**src/rtl/mux_scan_seq_if.sv**
```systemverilog
// Sample output stream of the channel scan sequencer: (channel, data) pairs
// moved under a valid/ready handshake.
interface mux_scan_seq_if #(
   parameter int unsigned DW = 4,
   parameter int unsigned SW = 4
);
   logic          out_valid;
   logic          out_ready;
   logic [SW-1:0] out_ch;
   logic [DW-1:0] out_data;

   modport master (output out_valid, output out_ch, output out_data, input out_ready);
   modport slave  (input out_valid, input out_ch, input out_data, output out_ready);
endinterface

```
**src/rtl/mux_scan_seq.sv**
```systemverilog
// Walks the enabled channels of a 16:1 selector in ascending order, driving the
// select and streaming each sampled (channel, data) pair downstream.
module mux_scan_seq #(
   parameter int unsigned DW  = 4,
   parameter int unsigned NCH = 16,
   parameter int unsigned SW  = 4
) (
   input  logic             clk,
   input  logic             rst,
   input  logic             start,
   input  logic [NCH-1:0]   chan_en,
   input  logic [DW-1:0]    y,
   output logic [SW-1:0]    s,
   output logic             busy,
   output logic             done,
   mux_scan_seq_if.master   out_if
);

   localparam int unsigned MW = NCH + 1;

   localparam logic [1:0] ST_IDLE = 2'd0;
   localparam logic [1:0] ST_SEL  = 2'd1;
   localparam logic [1:0] ST_OUT  = 2'd2;
   localparam logic [1:0] ST_FIN  = 2'd3;

   logic [1:0]     state_q, state_d;
   logic [NCH-1:0] mask_q, mask_d;
   logic [SW-1:0]  s_q, s_d;
   logic           valid_q, valid_d;
   logic [SW-1:0]  ch_q, ch_d;
   logic [DW-1:0]  data_q, data_d;
   logic           busy_q, busy_d;
   logic           done_q, done_d;

   logic [MW-1:0]  above_w;
   logic [MW-1:0]  cand_w;
   logic [SW:0]    first_w;
   logic [SW:0]    next_w;

   // Priority encoder: {found, lowest set index}; bit NCH is never set.
   function automatic logic [SW:0] lowest_set(input logic [MW-1:0] v);
      logic [SW:0] r;
      r = '0;
      for (int i = int'(MW) - 1; i >= 0; i--) begin
         if (v[i]) r = {1'b1, SW'(i)};
      end
      return r;
   endfunction

   // 17-bit arithmetic so that out_ch = 15 leaves no candidates (no wrap).
   assign above_w = ~((MW'(2) << ch_q) - MW'(1));
   assign cand_w  = {1'b0, mask_q} & above_w;
   assign first_w = lowest_set({1'b0, chan_en});
   assign next_w  = lowest_set(cand_w);

   always_comb begin
      state_d = state_q;
      mask_d  = mask_q;
      s_d     = s_q;
      valid_d = valid_q;
      ch_d    = ch_q;
      data_d  = data_q;
      case (state_q)
         ST_IDLE: begin
            if (start) begin
               mask_d = chan_en;
               if (first_w[SW]) begin
                  s_d     = first_w[SW-1:0];
                  state_d = ST_SEL;
               end else begin
                  state_d = ST_FIN;
               end
            end
         end
         ST_SEL: begin
            data_d  = y;
            ch_d    = s_q;
            valid_d = 1'b1;
            state_d = ST_OUT;
         end
         ST_OUT: begin
            if (valid_q && out_if.out_ready) begin
               valid_d = 1'b0;
               if (next_w[SW]) begin
                  s_d     = next_w[SW-1:0];
                  state_d = ST_SEL;
               end else begin
                  state_d = ST_FIN;
               end
            end
         end
         ST_FIN:  state_d = ST_IDLE;
         default: state_d = ST_IDLE;
      endcase
      busy_d = (state_d != ST_IDLE);
      done_d = (state_d == ST_FIN);
   end

   always_ff @(posedge clk or posedge rst) begin
      if (rst) begin
         state_q <= ST_IDLE;
         mask_q  <= '0;
         s_q     <= '0;
         valid_q <= 1'b0;
         ch_q    <= '0;
         data_q  <= '0;
         busy_q  <= 1'b0;
         done_q  <= 1'b0;
      end else begin
         state_q <= state_d;
         mask_q  <= mask_d;
         s_q     <= s_d;
         valid_q <= valid_d;
         ch_q    <= ch_d;
         data_q  <= data_d;
         busy_q  <= busy_d;
         done_q  <= done_d;
      end
   end

   assign s                = s_q;
   assign busy             = busy_q;
   assign done             = done_q;
   assign out_if.out_valid = valid_q;
   assign out_if.out_ch    = ch_q;
   assign out_if.out_data  = data_q;

endmodule

```
**src/flat_wrapper.sv**
```systemverilog
// flat-port wrapper written by rule: the top's interface ports become plain ports
module mux_scan_seq_flat 
#(
   parameter int unsigned DW  = 4,
   parameter int unsigned NCH = 16,
   parameter int unsigned SW  = 4
)
  (clk, rst, start, chan_en, y, s, busy, done, out_if_out_valid, out_if_out_ch, out_if_out_data, out_if_out_ready);
  mux_scan_seq_if #(.DW(DW), .SW(SW)) out_if_i ();
  input  logic clk;
  input  logic rst;
  input  logic start;
  input  logic [NCH-1:0] chan_en;
  input  logic [DW-1:0] y;
  output logic [SW-1:0] s;
  output logic busy;
  output logic done;
  output wire logic [$bits(out_if_i.out_valid)-1:0] out_if_out_valid;
  output wire logic [$bits(out_if_i.out_ch)-1:0] out_if_out_ch;
  output wire logic [$bits(out_if_i.out_data)-1:0] out_if_out_data;
  input wire logic [$bits(out_if_i.out_ready)-1:0] out_if_out_ready;
  assign out_if_out_valid = out_if_i.out_valid;
  assign out_if_out_ch = out_if_i.out_ch;
  assign out_if_out_data = out_if_i.out_data;
  assign out_if_i.out_ready = out_if_out_ready;
  mux_scan_seq #(.DW(DW), .NCH(NCH), .SW(SW)) u_core (.clk(clk), .rst(rst), .start(start), .chan_en(chan_en), .y(y), .s(s), .busy(busy), .done(done), .out_if(out_if_i));
endmodule
```
**config.mk**
```make
export PLATFORM = sky130hd
export DESIGN_NAME = mux_scan_seq_flat
export DESIGN_NICKNAME = d
export VERILOG_FILES = /design/src/rtl/mux_scan_seq_if.sv /design/src/rtl/mux_scan_seq.sv /design/src/flat_wrapper.sv
export SDC_FILE = /design/constraint.sdc
export NUM_CORES = 1
export LEC_CHECK = 0
export CORE_UTILIZATION = 30
export CTS_BUF_LIST = sky130_fd_sc_hd__clkbuf_16
export CTS_CLUSTER_SIZE = 10
export DETAILED_ROUTE_END_ITERATION = 16
export HOLD_SLACK_MARGIN = 0.03
export PLACE_DENSITY = 0.57
export SETUP_SLACK_MARGIN = 0.02
export SKIP_LAST_GASP = 1
export SLEW_MARGIN = 20
export SYNTH_ARGS = -nofsm -noshare
export SYNTH_HDL_FRONTEND = slang
export SYNTH_SLANG_ARGS = --single-unit
```
**constraint.sdc**
```tcl
create_clock -name clk -period 3.5 [get_ports clk]
set_clock_uncertainty 0.05 [all_clocks]
set_input_delay 0.525 -clock clk [delete_from_list [all_inputs] [get_ports clk]]
set_output_delay 0.525 -clock clk [all_outputs]
set_load 0.005 [all_outputs]
```
# After elaboration in Yosys (flattened, before gate mapping)
# Index checks and enable logic that the tools add are counted.
[classes]
addsub = 1
eq_ne = 8
bitwise = 2
shifts = 1
muxes = 45
n_reduce_logical = 8
[ops]
columns = ["operator", "n"]
rows = [
  ["$mux W5", 33],
  ["$and A16 B17 Y17", 1],
  ["$not A17 Y17", 1],
  ["$shl A2 B4 Y17 const A", 1],
  ["$sub A17 B2 Y17 const B", 1],
  ["$mux W4", 4],
  ["$mux W2", 4],
  ["$pmux W2 S4", 1],
  ["$pmux W4 S2", 1],
  ["$eq A2 B2 Y1 const B", 3],
  ["$ne A2 B1 Y1 const B", 3],
  ["$reduce_bool A2 Y1", 3],
  ["$reduce_and A5 Y1", 1],
  ["$reduce_and A2 Y1", 2],
  ["$eq A2 B1 Y1 const B", 1],
  ["$logic_not A2 Y1", 1],
  ["$ne A2 B2 Y1 const B", 1],
  ["$pmux W1 S2", 1],
  ["$logic_and A1 B1 Y1", 1],
  ["$mux W1", 1],
]
[word_totals]
out_inout_bits = 15
in_bits = 24
reg_bits = 33

# Depth between registers and ports, before layout
# Gate-level depths: netlist of run 1.
[depth]
word_depth = 25
depth_mapped = 14

# Least setup slack after synthesis of run 1
# No wires, ideal clock.
[synth_timing]
path_type = "reg2reg"
startpoint = "register u_core.ch_q[2] (netlist: u_core.out_if.out_ch[2])"
endpoint = "register u_core.done_q (netlist: u_core.done)"
setup_slack_ns = 0.606
arrival_ns = 2.779
path_stages_with_launch = 14
setup_ns = 0.065
required_time_ns = 3.385
n_path_buf = 3
cell_sequence = "dfrtp_1 > buf_6 > buf_2 > nor2_1 > nand3b_1 > ha_1 > buf_4 > or4_1 > a21boi_2 > o22ai_1 > or3_1 > or2_4 > nor3b_2 > o22a_1"
[synth_via]
elab_chain_len = 25
[synth_rtl]
columns = ["element", "line_no", "text"]
rows = [
  ["start: declaration", "mux_scan_seq.sv:30", "logic [SW-1:0] ch_q, ch_d;"],
  ["start signal: assignment", "mux_scan_seq.sv:114", "ch_q <= ch_d;"],
  ["$shl A2 B4 Y17 *", "mux_scan_seq.sv:51", "assign above_w = ~((MW'(2) << ch_q) - MW'(1));"],
  ["$sub A17 B2 Y17 *", "mux_scan_seq.sv:51", ""],
  ["$not A17 Y17 *", "mux_scan_seq.sv:51", ""],
  ["$and A16 B17 Y17 *", "mux_scan_seq.sv:52", "assign cand_w = {1'b0, mask_q} & above_w;"],
  ["$mux W5 (16 in series)", "mux_scan_seq.sv:45", "if (v[i]) r = {1'b1, SW'(i)};"],
  ["$mux W5 *", "mux_scan_seq.sv:45", ""],
  ["$mux W2 *", "mux_scan_seq.sv:84", "if (next_w[SW]) begin"],
  ["$mux W2 *", "mux_scan_seq.sv:82", "if (valid_q && out_if.out_ready) begin"],
  ["$pmux W2 S4 *", "mux_scan_seq.sv:63", "case (state_q)"],
  ["$eq A2 B2 Y1 *", "mux_scan_seq.sv:96", "done_d = (state_d == ST_FIN);"],
  ["net u_core.done_d", "mux_scan_seq.sv:33", "logic done_q, done_d;"],
  ["end signal: assignment", "mux_scan_seq.sv:117", "done_q <= done_d;"],
  ["end: declaration", "mux_scan_seq.sv:33", ""],
]
# The timed path passes the listed nets; every way through them passes the cells marked *.
# A chain may end at the register's enable or synchronous reset.

# Worst setup path in the final report of run 1
[layout_timing]
startpoint = "register u_core.ch_q[3] (netlist: u_core.out_if.out_ch[3])"
endpoint = "register u_core.s_q[0] (netlist: u_core.s[0])"
[layout_via]
elab_chain_len = 23
elab_cells_between_ends = 26
cone_classes = "add/sub: 1; eq/ne: 1; shift: 1; mux: 20; bitwise: 2; reduce/logical: 1"
[layout_rtl]
columns = ["element", "line_no", "text"]
rows = [
  ["$shl A2 B4 Y17 *", "mux_scan_seq.sv:51", ""],
  ["$sub A17 B2 Y17 *", "mux_scan_seq.sv:51", ""],
  ["$not A17 Y17 *", "mux_scan_seq.sv:51", ""],
  ["$and A16 B17 Y17 *", "mux_scan_seq.sv:52", ""],
  ["$mux W5 (16 in series)", "mux_scan_seq.sv:45", ""],
  ["$mux W5 *", "mux_scan_seq.sv:45", ""],
  ["$ne A2 B1 Y1 (no source line) or $mux W4 (tied branches)", "n/a", ""],
  ["$reduce_and A5 Y1 (no source line) or $pmux W4 S2 (tied branches)", "n/a", ""],
  ["end signal: assignment", "mux_scan_seq.sv:103", "s_q <= '0;"],
  ["end signal: assignment", "mux_scan_seq.sv:112", "s_q <= s_d;"],
  ["end: declaration", "mux_scan_seq.sv:28", "logic [SW-1:0] s_q, s_d;"],
]
# Mark *: on every way between the ends. The rest lies on a longest branch, timed or not. The select of a mux whose other input is x is not followed.

==> results of run 1 <==
==> final timing paths <==
path                                      startpoint                        end  slack (ns)  depth (start not counted)
max reg2reg                  u_core.out_if.out_ch[3]                u_core.s[0]        0.48                         10
min in group asynchronous                        rst  u_core.out_if.out_data[3]        0.59                          3
max in group asynchronous                        rst           u_core.mask_q[5]        2.51                          3
min                        u_core.out_if.out_data[1]  u_core.out_if.out_data[1]        0.42                          2
max                          u_core.out_if.out_ch[3]                u_core.s[0]        0.48                         10
min reg2reg                u_core.out_if.out_data[1]  u_core.out_if.out_data[1]        0.42                          2
==> state kept, by name (all words and copies together), names as in the netlist <==
name                     flops
u_core.busy                  1
u_core.done                  1
u_core.mask_q               15
u_core.out_if.out_ch         4
u_core.out_if.out_data       4
u_core.out_if.out_valid      1
u_core.s                     4
u_core.state_q               2
==> layer usage <==
| metal | vias to the layer above | share of wire |
|---|---|---|
| li1 | 919 | - |
| met1 | 868 | 0.50 |
| met2 | 46 | 0.44 |
| met3 | 4 | 0.045 |
| met4 | 0 | 0.0091 |
| met5 | - | 0 |
==> final cells by class <==
cell class	instances	share of cell area
well taps	77	0.03684
clock inverters	3	0.005742
flip-flops and latches	32	0.3062
clock buffers	5	0.04785
multi-input cells	179	0.4277
repair buffers	43	0.1598
inverters	11	0.01579
==> report_power, final <==
group / total [mW] / switching, mW / internal [mW] / leakage (nW)
Sequential: 0.710 / 0.158 / 0.552 / 0.386
Combinational: 1.26 / 0.651 / 0.605 / 0.616
Clock: 0.408 / 0.150 / 0.258 / 0.0687
==> synth_stat cells (all sizes together), types with 2 or more instances <==
cell type,number,area share
nor3,4,0.0098
buf,8,0.027
o21ai,23,0.058
nand2b,3,0.0092
o21a,3,0.011
nand2,35,0.064
nor4b,2,0.016
a31oi,3,0.0092
nand3,6,0.015
o22ai,2,0.0061
or3,3,0.0092
o311ai,2,0.0086
clkbuf,6,0.011
inv,11,0.020
a21oi,13,0.032
a21boi,2,0.0092
or3b,2,0.0086
o211ai,2,0.0074
dfrtp,32,0.39
nor3b,2,0.0098
nor2b,5,0.015
nor2,17,0.031
a21o,2,0.0074
and2,4,0.012
nand3b,3,0.011
o221ai,2,0.0086
mux2,14,0.077
nor4,4,0.012
or4,2,0.0074
==> critical path, cell delays in order (launching register included) <==
cell	delay [ns]
dfrtp_1	0.37
nor2_1	0.26
nand3b_1	0.13
ha_1	0.38
or4_1	0.48
a21boi_2	0.18
o22ai_1	0.11
or3_1	0.40
o211a_2	0.31
o21ai_0	0.11
o22ai_1	0.10
==> through the flow <==
stage / cell area (um2) / instances / setup slack (ns) / utilization
final: 2615 / 350 / 0.4848 / 0.4049
after global routing: 2615 / 350 / 0.2853 / 0.4049
after CTS: 2615 / 350 / 0.5036 / 0.4049
after detailed placement: 2475 / 342 / 0.5211 / 0.3832
after global placement: 2475 / 342 / 0.6015 / 0.3832
after floorplan: 2038 / 236 / 0.6055 / -
==> logic make-up (layout without fill, tap and decap cells) <==
kind of cell / Yosys count / after routing / share of synthesized area
mux: 15 / 15 / 0.08226
fa+ha+maj: 1 / 1 / 0.006138
compound gates: 66 / 66 / 0.2081
flops: 32 / 32 / 0.3929
buf+inv: 25 / 62 / 0.05832
simple gates: 97 / 97 / 0.2523
==> results by stage, run 1 <==
Outcome:
- The flow ran to the end, but the final reports show violations.
- The final reports fail on DRC.

Global route:
- The aggregate global routing overflow is 0.
- The number of global-route vias before repair is 1785.
- Entering global routing, the biggest net connects 33 pins.
- The initial antenna violation count came to 0.
- The wire length of the first global-routing pass is 8.942 mm.
- The routing usage on met1 is 0.2315.
- In this run the most used layer during global routing was met2.
- The met3 track demand over resource in global routing is 0.03245.
- The global-route usage over all layers is 0.1577.
- In the global route stage, met2 resource usage came out at 0.2362.

Clock network:
- After clock tree synthesis, the clock-pin slew on the worst setup and hold paths is 0.05 ns.
- The clock latency on the worst-skew pair is approximately 0.27 ns.
- The clock tree from TritonCTS is done.
- The number of buffers inserted by hold repair at cts is 0.
- The number of H-tree levels is 2.
- The tree is rooted in a clkbuf_16.
- Gates resized during post-CTS repair numbered 0.
- No sink is reached through more buffers than the 2 on the longest clock path.
- The clock sink total is 32.
- TritonCTS created 5 clock buffers.
- In this run the post-CTS setup repair buffer count came out at 0.

STA:
- Setup repair after global routing left no endpoint under its margin.
- Final hold analysis gives a worst-case slack of 0.4185 ns.
- The sum of negative setup slack is 0 ns.
- The final count of pins violating max slew came to 0.
- Measured against its own limit, the worst slew margin works out to 0.5035.
- Setup violations remaining at the end of the flow were counted as 0.
- The number of hold violations in the final report is 0.
- In the finished design, the share of the clock period the worst path needs comes to 0.8615.
- The transition at the pin with the smallest max-transition slack is about 0.74 ns.
- Based on the critical path, the design can be clocked at up to 331.7 MHz.
- The time the worst path needs with I/O delays and setup is 3.015 ns.

Final layout:
- The area of the multi-input gates is ~1100 um2.
- 0 antenna diodes ended up in the layout.
- The layout overhead on the synthesized area is 28.30%.
- The library cell used most frequently in the layout, excluding fill and tap cells, is clkdlybuf4s50_1.
- In the final layout, the share of cells above drive strength 1 is 0.1245.
- The sequential standard cell area is ~800 um2.
- The top cell types in the final layout, fill and taps aside, are 38 x clkdlybuf4s50_1, 35 x nand2_1, 32 x dfrtp_1.
- The number of filler instances in the final layout is 663.
- The net total in the final layout is approximately 300.

Routing:
- The total routed wirelength is 5.080 mm.
- After the first detailed-routing iteration, the DRC count stood at between 200 and 300.
- The mean number of vias per cell is approximately 5.2.
- The via total after detailed routing is 1837.
- The detail-routed net length per standard cell is roughly 15 um.
- The first-pass detailed-route iteration total is 11.
- The detailed-route DRC error count is 3.
- The post-detailed-route count of antenna-violating nets is 0.

Setup path:
- The category of the worst setup path capture point is a flop.
- For the worst setup path, the data required time is 3.60 ns.
- The worst setup path is launched from a flop.
- The arrival time at the worst endpoint is 3.11 ns.
- In this run the worst path has a maximum fanout of 19.
- The critical path class is reg2reg.

Die:
- In this run the horizontal extent of the chip is between 80 and 90 um.
- The standard cell core area is 6459 um2.
- Measured along the y axis, the die boundary spans 84.43 um.
- The boundary pin count is 39.
- For this configuration, the core starts out at a cell density of 0.3156.
- The die outline area is 7128 um2.
- The count of standard-cell rows is 29.

Logic synthesis:
- The sequential-to-total area share from yosys stat is 0.3929.
- The number of distinct library cell variants in the gate-level netlist after synthesis is 57.
- The cell area after synthesis is 2038 um2.
- The number of nets produced by synthesis is 261.
- The number of cells produced by synthesis is 236.
- The most used flip-flop cell after synthesis is dfrtp_1.
- The post-synthesis register bit count is 32.
- In this run the mean area of a mapped cell was 8.636 um2.
- The proportion of register bits with asynchronous set or reset after synthesis is 1.000.
- The number of flops mapped to enable cells by yosys is 0.
- During synthesis, Yosys emitted a total of 0 warnings.

Placed design:
- The final weighted congestion in routability-driven placement is 0.8456.
- The HPWL after detailed placement is 3.728 mm.
- Input and output buffers added on the ports amount to 38.

Worst hold path:
- The min-delay analysis places its worst path in the category reg2reg.

Power and ir drop:
- The leakage power is 1.070 nW.
- The total design power is roughly 2.4 mW.
- VDD sags by at most around 290 uV.
- In this run the power density over the cells is 907.6 nW/um2.

Job:
- The tool flagged a number of max-cap violations equal to 0.
Note: power is estimated with default switching activity, not from simulation.
==> inputs of run 2 (changes only) <==
--- a/config.mk
+++ b/config.mk
@@ -5,6 +5,7 @@
 export SDC_FILE = /design/constraint.sdc
 export NUM_CORES = 1
 export LEC_CHECK = 0
+export ABC_CLOCK_PERIOD_IN_PS = 3500
 export CORE_UTILIZATION = 30
 export CTS_BUF_LIST = sky130_fd_sc_hd__clkbuf_16
 export CTS_CLUSTER_SIZE = 10
==> results of run 2 <==
Same layout as run 1: the final DEF is identical, and so are final timing and power.
==> inputs of run 3 (changes only) <==
--- a/config.mk
+++ b/config.mk
@@ -8,6 +8,7 @@
 export ABC_CLOCK_PERIOD_IN_PS = 3500
 export CORE_UTILIZATION = 30
 export CTS_BUF_LIST = sky130_fd_sc_hd__clkbuf_16
+export CTS_CLUSTER_DIAMETER = 200
 export CTS_CLUSTER_SIZE = 10
 export DETAILED_ROUTE_END_ITERATION = 16
 export HOLD_SLACK_MARGIN = 0.03
==> results of run 3 <==
Same layout as run 1: the final DEF is identical, and so are final timing and power.
